File: config.mk
export PLATFORM = sky130hd
export DESIGN_NAME = alu_accum_seq
export DESIGN_NICKNAME = d
export VERILOG_FILES = /design/src/rtl/alu_accum_seq.sv
export SDC_FILE = /design/constraint.sdc
export NUM_CORES = 1
export LEC_CHECK = 0
export CAP_MARGIN = 30
export CORE_MARGIN = 5
export CORE_UTILIZATION = 34
export CTS_CLUSTER_DIAMETER = 80
export DETAILED_ROUTE_END_ITERATION = 7
export DONT_BUFFER_PORTS = 1
export GPL_ROUTABILITY_DRIVEN = 0
export PLACE_DENSITY = 0.59
export SLEW_MARGIN = 20
export SYNTH_ARGS = -nofsm -noshare
export SYNTH_HDL_FRONTEND = slang
export SYNTH_SLANG_ARGS = --single-unit
File: constraint.sdc
create_clock -name clk -period 2.6 [get_ports clk]
set_input_delay 0.39 -clock clk [delete_from_list [all_inputs] [get_ports clk]]
set_output_delay 0.39 -clock clk [all_outputs]
set_load 0.02 [all_outputs]
File: src/rtl/alu_accum_seq.sv
// rtl/alu_accum_seq.sv - sequential ALU/accumulator with shift-add multiply
module alu_accum_seq #(
  parameter int WIDTH = 8,
  parameter int CNT_W = $clog2(WIDTH) + 1
) (
  input  logic             clk,
  input  logic             reset,
  input  logic             load,
  input  logic             persist,
  input  logic [WIDTH-1:0] num1,
  input  logic [WIDTH-1:0] num2,
  input  logic [2:0]       op_sel,
  output logic [WIDTH-1:0] out,
  output logic [WIDTH-1:0] out_hi,
  output logic             carry,
  output logic             ovf,
  output logic             zero,
  output logic             busy,
  output logic             done,
  output logic [1:0]       currState,
  output logic [1:0]       nextState
);

  localparam logic [1:0] S_IDLE = 2'b00;
  localparam logic [1:0] S_LOAD = 2'b01;
  localparam logic [1:0] S_BUSY = 2'b10;
  localparam logic [1:0] S_HOLD = 2'b11;

  localparam logic [2:0] OP_ADD  = 3'b000;
  localparam logic [2:0] OP_SUB  = 3'b001;
  localparam logic [2:0] OP_AND  = 3'b010;
  localparam logic [2:0] OP_OR   = 3'b011;
  localparam logic [2:0] OP_XOR  = 3'b100;
  localparam logic [2:0] OP_NOT  = 3'b101;
  localparam logic [2:0] OP_MUL  = 3'b110;
  localparam logic [2:0] OP_PASS = 3'b111;

  logic [1:0]         state_q, state_d;
  logic [WIDTH-1:0]   a_q, b_q;
  logic [2:0]         op_q;
  logic [CNT_W-1:0]   cnt_q;
  logic [2*WIDTH-1:0] prod_q, mcand_q, prod_step;
  logic [WIDTH-1:0]   out_q, out_hi_q;
  logic               carry_q, ovf_q, zero_q, done_q;

  logic [WIDTH-1:0]   res_d;
  logic               carry_d, ovf_d;
  logic [WIDTH:0]     sum_w, diff_w;

  // Next-state decode from the current state and live inputs; reset wins.
  always_comb begin
    state_d = state_q;
    if (reset) begin
      state_d = S_IDLE;
    end else begin
      case (state_q)
        S_IDLE: if (load) state_d = S_LOAD;
        S_LOAD: state_d = (op_q == OP_MUL) ? S_BUSY : S_HOLD;
        S_BUSY: if (cnt_q == CNT_W'(1)) state_d = S_HOLD;
        default: begin
          if (!persist)  state_d = S_IDLE;
          else if (load) state_d = S_LOAD;
        end
      endcase
    end
  end

  // Single-cycle ALU result and flags from the captured operands.
  always_comb begin
    sum_w   = {1'b0, a_q} + {1'b0, b_q};
    diff_w  = {1'b0, a_q} - {1'b0, b_q};
    res_d   = '0;
    carry_d = 1'b0;
    ovf_d   = 1'b0;
    case (op_q)
      OP_ADD: begin
        res_d   = sum_w[WIDTH-1:0];
        carry_d = sum_w[WIDTH];
        ovf_d   = (a_q[WIDTH-1] == b_q[WIDTH-1]) && (sum_w[WIDTH-1] != a_q[WIDTH-1]);
      end
      OP_SUB: begin
        res_d   = diff_w[WIDTH-1:0];
        carry_d = diff_w[WIDTH];
        ovf_d   = (a_q[WIDTH-1] != b_q[WIDTH-1]) && (diff_w[WIDTH-1] != a_q[WIDTH-1]);
      end
      OP_AND:  res_d = a_q & b_q;
      OP_OR:   res_d = a_q | b_q;
      OP_XOR:  res_d = a_q ^ b_q;
      OP_NOT:  res_d = ~a_q;
      OP_PASS: res_d = b_q;
      default: res_d = '0;
    endcase
  end

  // One shift-add step: add the shifted multiplicand when the multiplier LSB is set.
  always_comb begin
    prod_step = prod_q + (b_q[0] ? mcand_q : '0);
  end

  // State, operand capture, multiply iteration and result/flag registers.
  always_ff @(posedge clk) begin
    if (reset) begin
      state_q  <= S_IDLE;
      a_q      <= '0;
      b_q      <= '0;
      op_q     <= '0;
      cnt_q    <= '0;
      prod_q   <= '0;
      mcand_q  <= '0;
      out_q    <= '0;
      out_hi_q <= '0;
      carry_q  <= 1'b0;
      ovf_q    <= 1'b0;
      zero_q   <= 1'b0;
      done_q   <= 1'b0;
    end else begin
      state_q <= state_d;
      done_q  <= (state_d == S_HOLD) && (state_q != S_HOLD);
      case (state_q)
        S_IDLE: begin
          if (load) begin
            a_q  <= num1;
            b_q  <= num2;
            op_q <= op_sel;
          end
        end
        S_LOAD: begin
          if (op_q == OP_MUL) begin
            prod_q  <= '0;
            mcand_q <= {{WIDTH{1'b0}}, a_q};
            cnt_q   <= CNT_W'(WIDTH);
          end else begin
            out_q    <= res_d;
            out_hi_q <= '0;
            carry_q  <= carry_d;
            ovf_q    <= ovf_d;
            zero_q   <= (res_d == '0);
          end
        end
        S_BUSY: begin
          prod_q  <= prod_step;
          mcand_q <= mcand_q << 1;
          b_q     <= b_q >> 1;
          cnt_q   <= cnt_q - CNT_W'(1);
          if (cnt_q == CNT_W'(1)) begin
            out_q    <= prod_step[WIDTH-1:0];
            out_hi_q <= prod_step[2*WIDTH-1:WIDTH];
            carry_q  <= 1'b0;
            ovf_q    <= 1'b0;
            zero_q   <= (prod_step == '0);
          end
        end
        default: begin
          // Chained load: the held result becomes operand A.
          if (persist && load) begin
            a_q  <= out_q;
            b_q  <= num2;
            op_q <= op_sel;
          end
        end
      endcase
    end
  end

  assign out       = out_q;
  assign out_hi    = out_hi_q;
  assign carry     = carry_q;
  assign ovf       = ovf_q;
  assign zero      = zero_q;
  assign done      = done_q;
  assign busy      = (state_q == S_LOAD) || (state_q == S_BUSY);
  assign currState = state_q;
  assign nextState = state_d;

endmodule

; ---- After elaboration in Yosys (flattened, before gate mapping)
; Cells that the tools add are included.
[word_totals]
regBits = 77
inputBits = 23
out_inout_bits = 25
rom_bits = 0
n_memories = 0
mem_bits_rw = 0
latch_bits = 0
elab_cells = 99
[op_classes]
n_bitwise = 6
add_sub_neg = 4
n_div = 0
n_eq_ne = 20
n_shift = 0
n_mux = 39
n_reduce_logical = 17
order_cmp = 0
multipliers = 0
[ops]
columns = operator, count
row1 = 8-bit 2-to-1 mux, 8
row2 = 16-bit one-hot mux with 2 select lines, 2
row3 = 8-bit one-hot mux with 7 select lines, 1
row4 = 16-bit 2-to-1 mux, 3
row5 = 8-bit one-hot mux with 2 select lines, 3
row6 = 8-bit one-hot mux with 3 select lines, 1
row7 = 16-bit adder, 1
row8 = 16-bit zero test, 1
row9 = 3-bit equality test (second input constant), 4
row10 = 2-bit inequality test (second input constant), 5
row11 = 1-bit one-hot mux with 2 select lines, 5
row12 = 8-bit by 8-bit adder with 9-bit output, 1
row13 = 3-bit AND reduction, 3
row14 = 8-bit by 8-bit subtractor with 9-bit output, 1
row15 = 8-bit bitwise AND, 1
row16 = 8-bit zero test, 1
row17 = 2-bit 2-to-1 mux, 4
row18 = 8-bit inverter, 1
row19 = 8-bit OR, 1
row20 = 4-bit one-hot mux with 2 select lines, 1
row21 = 8-bit XOR, 1
row22 = 3-bit by 2-bit equality test with 1-bit output (second input constant), 2
row23 = 1-bit 2-to-1 mux, 6
row24 = 3-bit 2-to-1 mux, 2
row25 = other kinds (19), 27

; ---- Depth between registers and ports, before layout
; Gate-level depths: netlist of run 1.
[logic_depth]
depth_word = 6
depth_mapped = 12
mapped_depth_nobuf = 11

; ---- Worst setup path after synthesis of run 1
; OpenSTA, ideal clock, no wires.
[synth_path]
path_type = register to register
startpoint = reg b_q[0]
endpoint = reg zero_q (netlist: zero)
setup_ns = 0.073
period_less_slack_ns = 2.878
required_ns = 2.527
path_stages_with_launch = 12
setup_slack_ns = -0.278
arrival_ns = 2.804
n_path_buf = 1
cell_sequence = dfxtp_1 clkbuf_1 and2_1 ha_1 a2111oi_2 o211ai_1 a21oi_1 and2b_4 xnor2_1 and4b_1 or4b_1 o211ai_2
[synth_via]
elab_chain_cells = 5
word_cells_on_any_way = 13
cone_classes = add/sub: 3 / mux: 5 / bitwise: 3 / reduce/logical: 2
[synth_lines]
columns = element, line
row1 = "start, declared", 39  ; logic [WIDTH-1:0] a_q, b_q;
row2 = "start signal, assigned", 123  ; b_q <= num2;
row3 = "start signal, assigned", 143  ; b_q <= b_q >> 1;
row4 = "start signal, assigned", 157  ; b_q <= num2;
row5 = 16-bit 2-to-1 mux (tied with other cells), 97  ; prod_step = prod_q + (b_q[0] ? mcand_q : '0);
row6 = 16-bit adder or 8-bit one-hot mux with 7 select lines (tied branches), "97, 75"
row7 = 16-bit zero test or 8-bit zero test (tied branches), "150, 137"
row8 = 1-bit 2-to-1 mux (on tied branches), "145, 128"
row9 = 1-bit one-hot mux with 2 select lines (*), 119  ; case (state_q)
row10 = "end signal, assigned", 137  ; zero_q <= (res_d == '0);
row11 = "end signal, assigned", 150  ; zero_q <= (prod_step == '0);
row12 = "end, declared", 44  ; logic carry_q, ovf_q, zero_q, done_q;
; Every way passes the cells marked *; elsewhere a longest branch is shown, timed or not. The select of a mux whose other input is x is not followed.
; A chain may end at the register's enable or synchronous reset.

; ---- Final worst setup path of run 1
; Same ends and word-level chain as after synthesis.

==> impl_metrics.csv, run 1 <==
group,metric,value,unit
floorplanning,coreArea,15300,sq um
logic_synthesis,synthCells,644,
sta,hold_violations,0,
critical_path,critical_path_class,"flip-flop to flip-flop",
drt,dr_wl_met3,1010,um
drt,wirelength,16300,um
clocking,clock_latency,0.35,ns
job,max-cap-violations,0,
pwr,ir_drop,0.424,mV
cells_and_area,drive_gt1_share,26.5,%
logic_synthesis,syn_area,5320,sq um
sta,relSlewSlack,56.1,%
sta,worst_slew_pin_slew,0.650,ns
cells_and_area,area_growth,29.4,%
sta,maxSlewViolCount,0,
logic_synthesis,ys_seq_area_share,29.0,%
drt,drc,0,
logic_synthesis,ys_warn_count,0,
drt,routedWlPerCell,17.3,um
logic_synthesis,yosys.area_share.simple,17.8,%
critical_path,end_kind,"flip-flop",
drt,post_drt_via_cell_ratio,5.46,
clocking,cts_sinks,77,
pwr,p_leak,2.85,nW
floorplanning,rows,45,
place,dpl_cell_area,6210,sq um
logic_synthesis,synth_nets,715,
drt,drt-pass1-iter-count,5,
logic_synthesis,synth-edff-count,0,
critical_path,crit_fanout,4,
critical_path,crit_path_start_kind,"flip-flop",
logic_synthesis,synth_mux_area_share,8.06,%
global_route,grt_usage,17.4,%
sta,layout_min_cycle_time,2.88,ns
global_route,grt_antenna_before_repair,0,
sta,fmax,0.347,GHz
logic_synthesis,ys_seq_elements,77,
logic_synthesis,synth-async-reset-ratio,0,%
pwr,total_power,7.62,mW
global_route,first_global_vias,4980,
hold_path,worstHoldPathType,"input port to flip-flop",
sta,fin_ws,-0.281,ns
clocking,max-clock-path-buffers,2,
clocking,cts_buffers,9,
critical_path,crit_required,2.88,ns
place,port_buffers,0,
status,violations,"negative setup slack",
global_route,grt_start_max_net_pins,80,
logic_synthesis,synth-main-ff-cell,"dfxtp_1",
logic_synthesis,synth.avg_cell_area,8.26,sq um
sta,rsz0062_at_grt,"true",
drt,wl_met1,7450,um
global_route,overflow,0,
floorplanning,pin_count,48,
place,hpwl,11700,um
sta,final.period_utilization,111,%
floorplanning,initial_core_util,34.9,%
floorplanning,die_area,18300,sq um
cells_and_area,antennaDiodeCount,0,
logic_synthesis,synth_compound_area_share,24.6,%
logic_synthesis,synth-adder-area-share,11.7,%
drt,postRouteAntennaNets,0,
logic_synthesis,synth_top_family_by_area,"compound AO/OA/AOI/OAI gates",
clocking,clockRootBuffer,"clkbuf_16",
drt,routed.top_layer,"met4",
drt,vias,5130,
pwr,powerDensity,1110,nW/um^2
status,status,"complete, but fails checks",
global_route,grt_pass1_wl,25600,um
clocking,ctsHoldBuffers,0,
critical_path,worstPathArrival,3.16,ns
place,pre_cts_ws,-0.342,ns
drt,first_iter_violations,384,
floorplanning,die_w,135,um
cells_and_area,nets,794,
sta,skew,0.00584,ns
clocking,cts_tree,"done",
clocking,htree_levels,3,
logic_synthesis,synth-xor-area-share,3.46,%
cells_and_area,fin_area,6890,sq um
drt,dr_wl_met2,7430,um
clocking,cts.clk_slew.worst_paths,0.06,ns
logic_synthesis,ys_types,73,
sta,final-setup-viol-count,3,
floorplanning,die-height,135,um
## synth_stat cells, types with 3 or more instances
cell type / instances / area, sq um
nand4_1: 3 / 18.8
and3_1: 4 / 25.0
and2_1: 19 / 119
dfxtp_1: 77 / 1540
nor2_1: 96 / 360
nand2_1: 26 / 97.6
inv_1: 35 / 131
buf_2: 6 / 30.0
xnor2_1: 16 / 140
mux2i_1: 35 / 350
xor2_1: 5 / 43.8
or3_1: 4 / 25.0
o211ai_1: 3 / 22.5
a221oi_1: 9 / 78.8
o31ai_1: 4 / 30.0
a21boi_0: 3 / 22.5
a31oi_1: 3 / 18.8
a21o_1: 7 / 52.6
nand2b_1: 5 / 31.3
buf_1: 5 / 18.8
nand3_1: 11 / 55.1
a22oi_1: 29 / 218
nor3_1: 11 / 55.1
o21bai_1: 7 / 52.6
a211oi_1: 30 / 225
fa_1: 3 / 60.1
clkbuf_1: 27 / 101
nor2b_1: 5 / 31.3
o21ai_0: 11 / 55.1
mux4_2: 3 / 67.6
a21oi_1: 45 / 225
nor4_1: 3 / 18.8
ha_1: 45 / 563
## cell usage in the layout (no fill, tap or decap), types with 26 or more instances in the layout
master,count
nand2_1,26
a22oi_1,28
mux2i_1,34
buf_4,103
dfxtp_1,72
a21oi_1,38
nor2_1,96
a211oi_1,29
inv_1,32
ha_1,31
## flip-flops by register name, summed over array words and instances (netlist names), 3 cells and up
signal and count:
prod_q 16, a_q 8, b_q 8, cnt_q 4, mcand_q 16, out_hi 8, op_q 3, out 8
## cell type report
class | count | area [sq um]
fill | 1449 | 8370
multi-input combinational | 492 | 3790
sequential | 77 | 1560
timing repair buffer | 106 | 807
tap | 211 | 264
clock buffer | 12 | 256
inverter | 37 | 141
clock inverter | 4 | 70.1
## worst paths after layout
path                           from                 endpoint  slack, ns  depth (start not counted)
max reg2reg     b_q[0]$_SDFFE_PP0P_        zero$_SDFFE_PP0P_      -0.28                         11
min                           reset  currState[1]$_SDFF_PP0_       0.11                          1
min reg2reg  prod_q[7]$_SDFFE_PP0P_   prod_q[7]$_SDFFE_PP0P_       0.50                          2
max             b_q[0]$_SDFFE_PP0P_        zero$_SDFFE_PP0P_      -0.28                         11
## metrics by stage
stage / instances / hold slack [ns] / util, % / setup TNS (ns)
after floorplan: 644 / 0.461 / - / -0.163
after global placement: 917 / 0.469 / 40.7 / -0.655
after detailed placement: 917 / 0.473 / 40.7 / -0.974
after CTS: 933 / 0.103 / 43.4 / -0.430
after global routing: 939 / 0.0987 / 45.1 / -1.16
final: 939 / 0.107 / 45.1 / -0.395
## worst max-delay path, cell delays in order (launching register included)
cell and delay [ns]:
dfxtp_2 0.34, and2_4 0.14, ha_4 0.16, fa_2 0.39
xnor2_2 0.18, nand2_1 0.08, or3_1 0.39, nor4_2 0.15
and4_1 0.22, and4b_1 0.17, or4b_4 0.45, o211ai_2 0.13
## what timing repair did
item | 4_1_cts | 5_1_grt
gates resized for setup | 18 | 52
setup endpoints to repair | 15 | 16
pin swaps | 4 | 28
setup buffers | 0 | 7
## kinds of logic after synthesis
kind of cell               count (synthesis)
AOI/OAI and AO/OA                        184
xor gates and xnor gates                  21
adders and majority gates                 48
buffers and inverters                     75
DFF                                       77
muxes                                     39
and+or+nand+nor                          200
## metal layers
layer,track usage [%],up-vias
met1,23.1,2446
met2,27.1,153
met5,0,-
met3,4.47,35
met4,6.66,0
li1,-,2496
## report_power, final
group	switching [mW]	internal [mW]	total, mW
combinational	2.42	2.02	4.44
clock	0.525	0.891	1.42
sequential	0.306	1.46	1.77
total	3.25	4.37	7.62
No activity file was read; power rests on OpenSTA's default activity.
==> run 2, diff against run 1 <==
--- a/config.mk
+++ b/config.mk
@@ -7,13 +7,13 @@
 export LEC_CHECK = 0
 export CAP_MARGIN = 30
 export CORE_MARGIN = 5
-export CORE_UTILIZATION = 34
+export CORE_UTILIZATION = 50
 export CTS_CLUSTER_DIAMETER = 80
 export DETAILED_ROUTE_END_ITERATION = 7
 export DONT_BUFFER_PORTS = 1
 export GPL_ROUTABILITY_DRIVEN = 0
-export PLACE_DENSITY = 0.59
-export SLEW_MARGIN = 20
+export PLACE_DENSITY = 0.77
+export SLEW_MARGIN = 10
 export SYNTH_ARGS = -nofsm -noshare
 export SYNTH_HDL_FRONTEND = slang
 export SYNTH_SLANG_ARGS = --single-unit
==> run 2 against run 1 <==
  * The flow still finishes with violations (negative setup slack)
  * Via count rose by 1.8%
  * Power down 6.6%
  * First-iteration DRC count increased by 16%
  * Non-clock buffer count shrank 13
  * Clock-buffer cell count decreased by 3
  * Critical path depth is the same
  * Critical endpoint unchanged
==> impl_metrics.csv, run 2 (synthesis results as in run 1) <==
group,metric,value,unit
status,status,"complete, but fails checks",
status,violations,"negative setup slack",
drt,postRouteAntennaNets,0,
drt,dr_wl_met2,7340,um
drt,routed.top_layer,"met4",
sta,fmax,0.332,GHz
sta,skew,0.0121,ns
sta,rsz0062_at_grt,"true",
sta,final.period_utilization,116,%
sta,relSlewSlack,54.8,%
job,max-cap-violations,0,
drt,drt-pass1-iter-count,5,
critical_path,end_kind,"flip-flop",
sta,layout_min_cycle_time,3.01,ns
global_route,grt_start_max_net_pins,80,
cells_and_area,fin_util,64.1,%
floorplanning,die_area,12800,sq um
floorplanning,coreArea,10400,sq um
sta,fin_ws,-0.412,ns
drt,drc,0,
critical_path,critical_path_class,"flip-flop to flip-flop",
clocking,max-clock-path-buffers,2,
cells_and_area,fin_area,6650,sq um
floorplanning,die_w,113,um
place,port_buffers,0,
place,dpl_cell_area,6040,sq um
drt,wl_met1,6570,um
pwr,p_int,3.97,mW
floorplanning,pin_count,48,
sta,final-setup-viol-count,4,
pwr,swShare,44.3,%
clocking,cts_sinks,77,
drt,first_iter_violations,446,
global_route,grt_pass1_wl,25600,um
critical_path,crit_path_start_kind,"flip-flop",
sta,worst_slew_pin_slew,0.670,ns
floorplanning,rows,37,
pwr,powerDensity,1070,nW/um^2
global_route,first_global_vias,5297,
drt,vias,5223,
drt,dr_wl_met3,1140,um
critical_path,reg2reg_setup_slack,-0.41,ns
cells_and_area,nets,781,
hold_path,worstHoldPathType,"input port to flip-flop",
place,hpwl,10900,um
clocking,htree_levels,3,
clocking,cts.clk_slew.worst_paths,0.08,ns
drt,routedWlPerCell,18.2,um
cells_and_area,drive_gt1_share,25.2,%
pwr,p_seq_share,24.6,%
clocking,cts_tree,"done",
critical_path,crit_required,2.89,ns
floorplanning,initial_core_util,51.3,%
global_route,overflow,0,
floorplanning,die-height,113,um
pwr,p_clk_share,15.5,%
pwr,p_leak,2.72,nW
cells_and_area,reg_top3,"mcand_q x16, prod_q x16",
clocking,clockRootBuffer,"clkbuf_8",
sta,hold_violations,0,
cells_and_area,mostFrequentLayoutCell,"nor2_1",
pwr,p_switching,3.15,mW
global_route,grt_antenna_before_repair,0,
pwr,ir_drop,0.759,mV
sta,maxSlewViolCount,0,
cells_and_area,area_growth,24.9,%
cells_and_area,layout_common_cells,"nor2_1, buf_4, dfxtp_1, a21oi_1",
cells_and_area,antennaDiodeCount,0,
critical_path,crit_fanout,3,
global_route,grt_usage,24.2,%
drt,post_drt_via_cell_ratio,6.14,
pwr,power_frac_comb,59.9,%
clocking,cts_buffers,9,
critical_path,worstPathArrival,3.30,ns
clocking,clock_latency,0.37,ns
drt,wirelength,15400,um
run 2: cell count changes in the layout (fill, tap and decap cells not counted), moves of 3 or more:
cell	previous run	this run
a22oi_1	28	25
a22oi_2	2	5
and2_1	16	13
and2_4	3	6
buf_4	103	90
clkbuf_16	9	0
clkbuf_8	2	9
clkinvlp_4	0	3
inv_1	32	35
run 2: per-stage QoR:
step / worst slack (ns) / cells / TNS, ns / power (mW) / hold slack (ns)
after CTS: -0.367 / 849 / -0.582 / 6.86 / 0.0856
after floorplan: -0.163 / 644 / -0.163 / 4.30 / 0.461
after global placement: -0.353 / 832 / -0.992 / 5.46 / 0.470
after global routing: -0.484 / 850 / -1.42 / 7.62 / 0.0883
final: -0.412 / 850 / -0.671 / 7.12 / 0.104
after detailed placement: -0.418 / 832 / -1.72 / 5.61 / 0.474
run 2: power groups by stage:
stage | logic [mW] | registers, mW | clock network [mW]
2_1_floorplan | 2.53 | 1.77 | 0
3_3_place_gp | 3.72 | 1.74 | 0
3_5_place_dp | 3.85 | 1.76 | 0
4_1_cts | 4.00 | 1.74 | 1.12
5_1_grt | 4.65 | 1.79 | 1.18
6_report | 4.27 | 1.75 | 1.11
run 2: worst max-delay path, stage by stage (launching register included):
cell	delay, ns
dfxtp_2	0.34
and2_4	0.14
ha_4	0.16
fa_2	0.38
xnor2_2	0.17
nand2_1	0.09
or3_1	0.33
nor4_2	0.30
and4_1	0.24
and4b_1	0.21
or4b_1	0.45
o211ai_2	0.15
run 2: what timing repair did:
item                                    4_1_cts  5_1_grt
gates resized for setup                      36       35
setup buffers                                 2        3
endpoints found under the setup margin       15       19
pin swaps                                    14       15
hold buffers                                  0        0
run 2: per-layer routing:
layer / global-route usage [%] / up-vias
met3: 5.61 / 48
met5: 0 / -
li1: - / 2459
met1: 31.0 / 2511
met2: 39.8 / 205
met4: 8.33 / 0
run 2: path summary, 6_finish.rpt:
kind / from / to / cells past startpoint
worst max register to register: b_q[0]$_SDFFE_PP0P_ / zero$_SDFFE_PP0P_ / 11
worst min register to register: mcand_q[15]$_SDFFE_PP0P_ / mcand_q[15]$_SDFFE_PP0P_ / 2
worst max-delay path: b_q[0]$_SDFFE_PP0P_ / zero$_SDFFE_PP0P_ / 11
worst min-delay path: reset / done$_SDFF_PP0_ / 1
run 2: layout make-up:
cell class                 count  area [sq um]
timing repair buffer          93           709
tap                          136           170
fill                         835          3720
multi-input combinational    492          3840
clock inverter                 6           113
sequential                    77          1550
clock buffer                   9           124
inverter                      37           139
==> run 3, diff against run 2 <==
--- a/config.mk
+++ b/config.mk
@@ -10,9 +10,8 @@
 export CORE_UTILIZATION = 50
 export CTS_CLUSTER_DIAMETER = 80
 export DETAILED_ROUTE_END_ITERATION = 7
-export DONT_BUFFER_PORTS = 1
 export GPL_ROUTABILITY_DRIVEN = 0
-export PLACE_DENSITY = 0.77
+export PLACE_DENSITY = 0.83
 export SLEW_MARGIN = 10
 export SYNTH_ARGS = -nofsm -noshare
 export SYNTH_HDL_FRONTEND = slang
==> run 3 against run 2 <==
  * First-iteration DRC count grew 28%
  * Non-clock buffer count grew 61
  * Clock-buffer cell count grew 1
  * Die area is the same
  * Routed wire length grew 11%
  * Critical path type unchanged
  * Sequential share of layout area shrank 1.7 points
  * Sequential power shrank 4%
  * Hold slack gained 0.28 ns
  * The run still ends with negative setup slack left
  * Power grew 4.6%
  * Register-to-register slack gained 0.06 ns
  * Maximum frequency grew 2.1%
  * Flip-flop and latch count is the same
==> impl_metrics.csv, run 3 (synthesis results as in run 1) <==
group,metric,value,unit
critical_path,crit_required,2.91,ns
cells_and_area,drive_gt1_share,25.3,%
hold_path,holdPathStages,3,
place,hpwl,11500,um
drt,postRouteAntennaNets,0,
clocking,cts_buffers,9,
drt,drt-pass1-iter-count,6,
hold_path,hold_start,"reset",
sta,relSlewSlack,64.1,%
clocking,cts.clk_slew.worst_paths,0.09,ns
status,violations,"negative setup slack",
critical_path,path_cells,"and2_4, ha_4, fa_2, xnor2_2, nand2_1, or3_1, nor4_2, and4_1, and4b_1, or4b_4, o211ai_2",
status,status,"complete, but fails checks",
clocking,ctsHoldBuffers,0,
drt,wl_met1,6870,um
cells_and_area,mostFrequentLayoutCell,"buf_4",
floorplanning,die-height,113,um
sta,setup_tns,-1.33,ns
job,max-cap-violations,0,
sta,layout_min_cycle_time,2.95,ns
cells_and_area,nets,842,
critical_path,timing.rr.end,"zero$_SDFFE_PP0P_",
cells_and_area,reg_top3,"mcand_q x16, prod_q x16",
pwr,ir_drop,0.606,mV
floorplanning,coreArea,10400,sq um
cells_and_area,antennaDiodeCount,0,
floorplanning,pin_count,48,
critical_path,reg2reg_setup_slack,-0.35,ns
critical_path,timing.critical_path.buf_inv,0,
drt,drc,0,
drt,first_iter_violations,572,
drt,dr_wl_met2,8210,um
global_route,grt_start_max_net_pins,41,
critical_path,end_kind,"flip-flop",
sta,final.period_utilization,113,%
critical_path,critical_path_class,"flip-flop to flip-flop",
drt,dr_wl_met3,1340,um
hold_path,min_to,"currState[0]$_SDFF_PP0_",
drt,post_drt_via_cell_ratio,6.26,
sta,hold_violations,0,
sta,worst_slew_pin_slew,0.536,ns
critical_path,crit_fanout,2,
cells_and_area,layout_common_cells,"buf_4, nor2_1, dfxtp_1, clkdlybuf4s50_1, a21oi_1",
sta,fmax,0.339,GHz
clocking,clock_latency,0.38,ns
critical_path,r2r_cells,11,
drt,vias,5708,
global_route,grt_usage,25.4,%
floorplanning,rows,37,
critical_path,critPathTopFamily,"simple AND/OR/NAND/NOR gates",
hold_path,worstHoldPathType,"input port to flip-flop",
clocking,clockRootBuffer,"clkbuf_8",
place,port_buffers,47,
critical_path,crit_path_start_kind,"flip-flop",
pwr,p_leak,2.96,nW
sta,rsz0062_at_grt,"true",
critical_path,worstPathArrival,3.26,ns
clocking,cts_tree,"done",
global_route,first_global_vias,5520,
place,pre_cts_ws,-0.444,ns
critical_path,crit_path_top_delay_cell,"or4b_4",
sta,fin_ws,-0.350,ns
sta,maxSlewViolCount,0,
drt,routed.top_layer,"met4",
global_route,overflow,0,
critical_path,cp.depth,11,
drt,wirelength,17100,um
pwr,powerDensity,1040,nW/um^2
global_route,grt_antenna_before_repair,0,
cells_and_area,area_growth,34.8,%
floorplanning,die_w,113,um
clocking,htree_levels,3,
drt,routedWlPerCell,18.7,um
clocking,cts_sinks,77,
global_route,grt_pass1_wl,26900,um
floorplanning,initial_core_util,51.3,%
sta,final-setup-viol-count,9,
critical_path,critPathMaxStageDelay,0.46,ns
clocking,max-clock-path-buffers,2,
floorplanning,die_area,12800,sq um
critical_path,rr_startpoint,"mcand_q[0]$_SDFFE_PP0P_",
sta,skew,0.0123,ns
-- run 3: cell types whose count changed in the layout (fill, tap and decap cells not counted), moves of 2 or more --
cell / before / now
a21oi_4: 0 / 2
clkinv_2: 0 / 2
xnor2_2: 4 / 2
clkinv_4: 0 / 2
clkdlybuf4s50_1: 0 / 44
a21boi_1: 2 / 0
a21boi_0: 1 / 3
buf_4: 90 / 104
clkinvlp_4: 3 / 0
xnor2_1: 12 / 14
-- run 3: power breakdown --
part           switching (mW)  total (mW)  leakage, nW  internal [mW]
Clock                   0.493        1.03        0.110          0.541
Combinational            2.61        4.73         2.22           2.12
Sequential              0.227        1.68        0.630           1.45
Total                    3.33        7.45         2.96           4.12
-- run 3: how the worst max path moves through the flow --
| stage | start | to | slack, ns |
|---|---|---|---|
| 3_3_place_gp | mcand_q[0]$_SDFFE_PP0P_ | zero$_SDFFE_PP0P_ | -0.35 |
| 5_1_grt | mcand_q[0]$_SDFFE_PP0P_ | zero$_SDFFE_PP0P_ | -0.43 |
| 2_1_floorplan | b_q[0]$_SDFFE_PP0P_ | zero$_SDFFE_PP0P_ | -0.16 |
| 4_1_cts | mcand_q[0]$_SDFFE_PP0P_ | zero$_SDFFE_PP0P_ | -0.29 |
| 6_report | mcand_q[0]$_SDFFE_PP0P_ | zero$_SDFFE_PP0P_ | -0.35 |
| 3_5_place_dp | mcand_q[0]$_SDFFE_PP0P_ | zero$_SDFFE_PP0P_ | -0.44 |
-- run 3: repair_timing --
action / 4_1_cts / 5_1_grt
gates resized for setup: 40 / 35
pin swaps: 14 / 7
setup endpoints to repair: 15 / 18
buffers inserted: 7 / 0
-- run 3: metal layers --
| layer | vias up | global-route usage, % |
|---|---|---|
| met2 | 348 | 43.0 |
| met5 | - | 0 |
| li1 | 2587 | - |
| met3 | 78 | 4.22 |
| met4 | 0 | 11.4 |
| met1 | 2695 | 31.6 |
-- run 3: layout make-up --
type,count,area (sq um)
Tap cell,136,170
Clock buffer,10,128
Fill cell,750,3190
Multi-Input combinational cell,492,3810
Clock inverter,6,87.6
Inverter,37,139
Sequential cell,77,1550
Timing Repair Buffer,154,1290
-- run 3: stage by stage --
step / util [%] / instances / power [mW] / hold slack (ns) / cell area (sq um)
after floorplan: - / 644 / 4.30 / 0.461 / 5340
after detailed placement: 63.6 / 889 / 5.95 / 0.451 / 6600
after global placement: 63.6 / 889 / 5.76 / 0.450 / 6600
final: 69.2 / 912 / 7.45 / 0.382 / 7180
after CTS: 68.0 / 912 / 7.12 / 0.373 / 7050
after global routing: 69.2 / 912 / 7.86 / 0.394 / 7180
-- run 3: worst reg2reg max path, stage by stage, from the launching register on --
cell and delay, ns:
dfxtp_2 0.34, and2_4 0.16, ha_4 0.16, fa_2 0.39, xnor2_2 0.17, nand2_1 0.09
or3_1 0.33, nor4_2 0.19, and4_1 0.26, and4b_1 0.21, or4b_4 0.46, o211ai_2 0.14
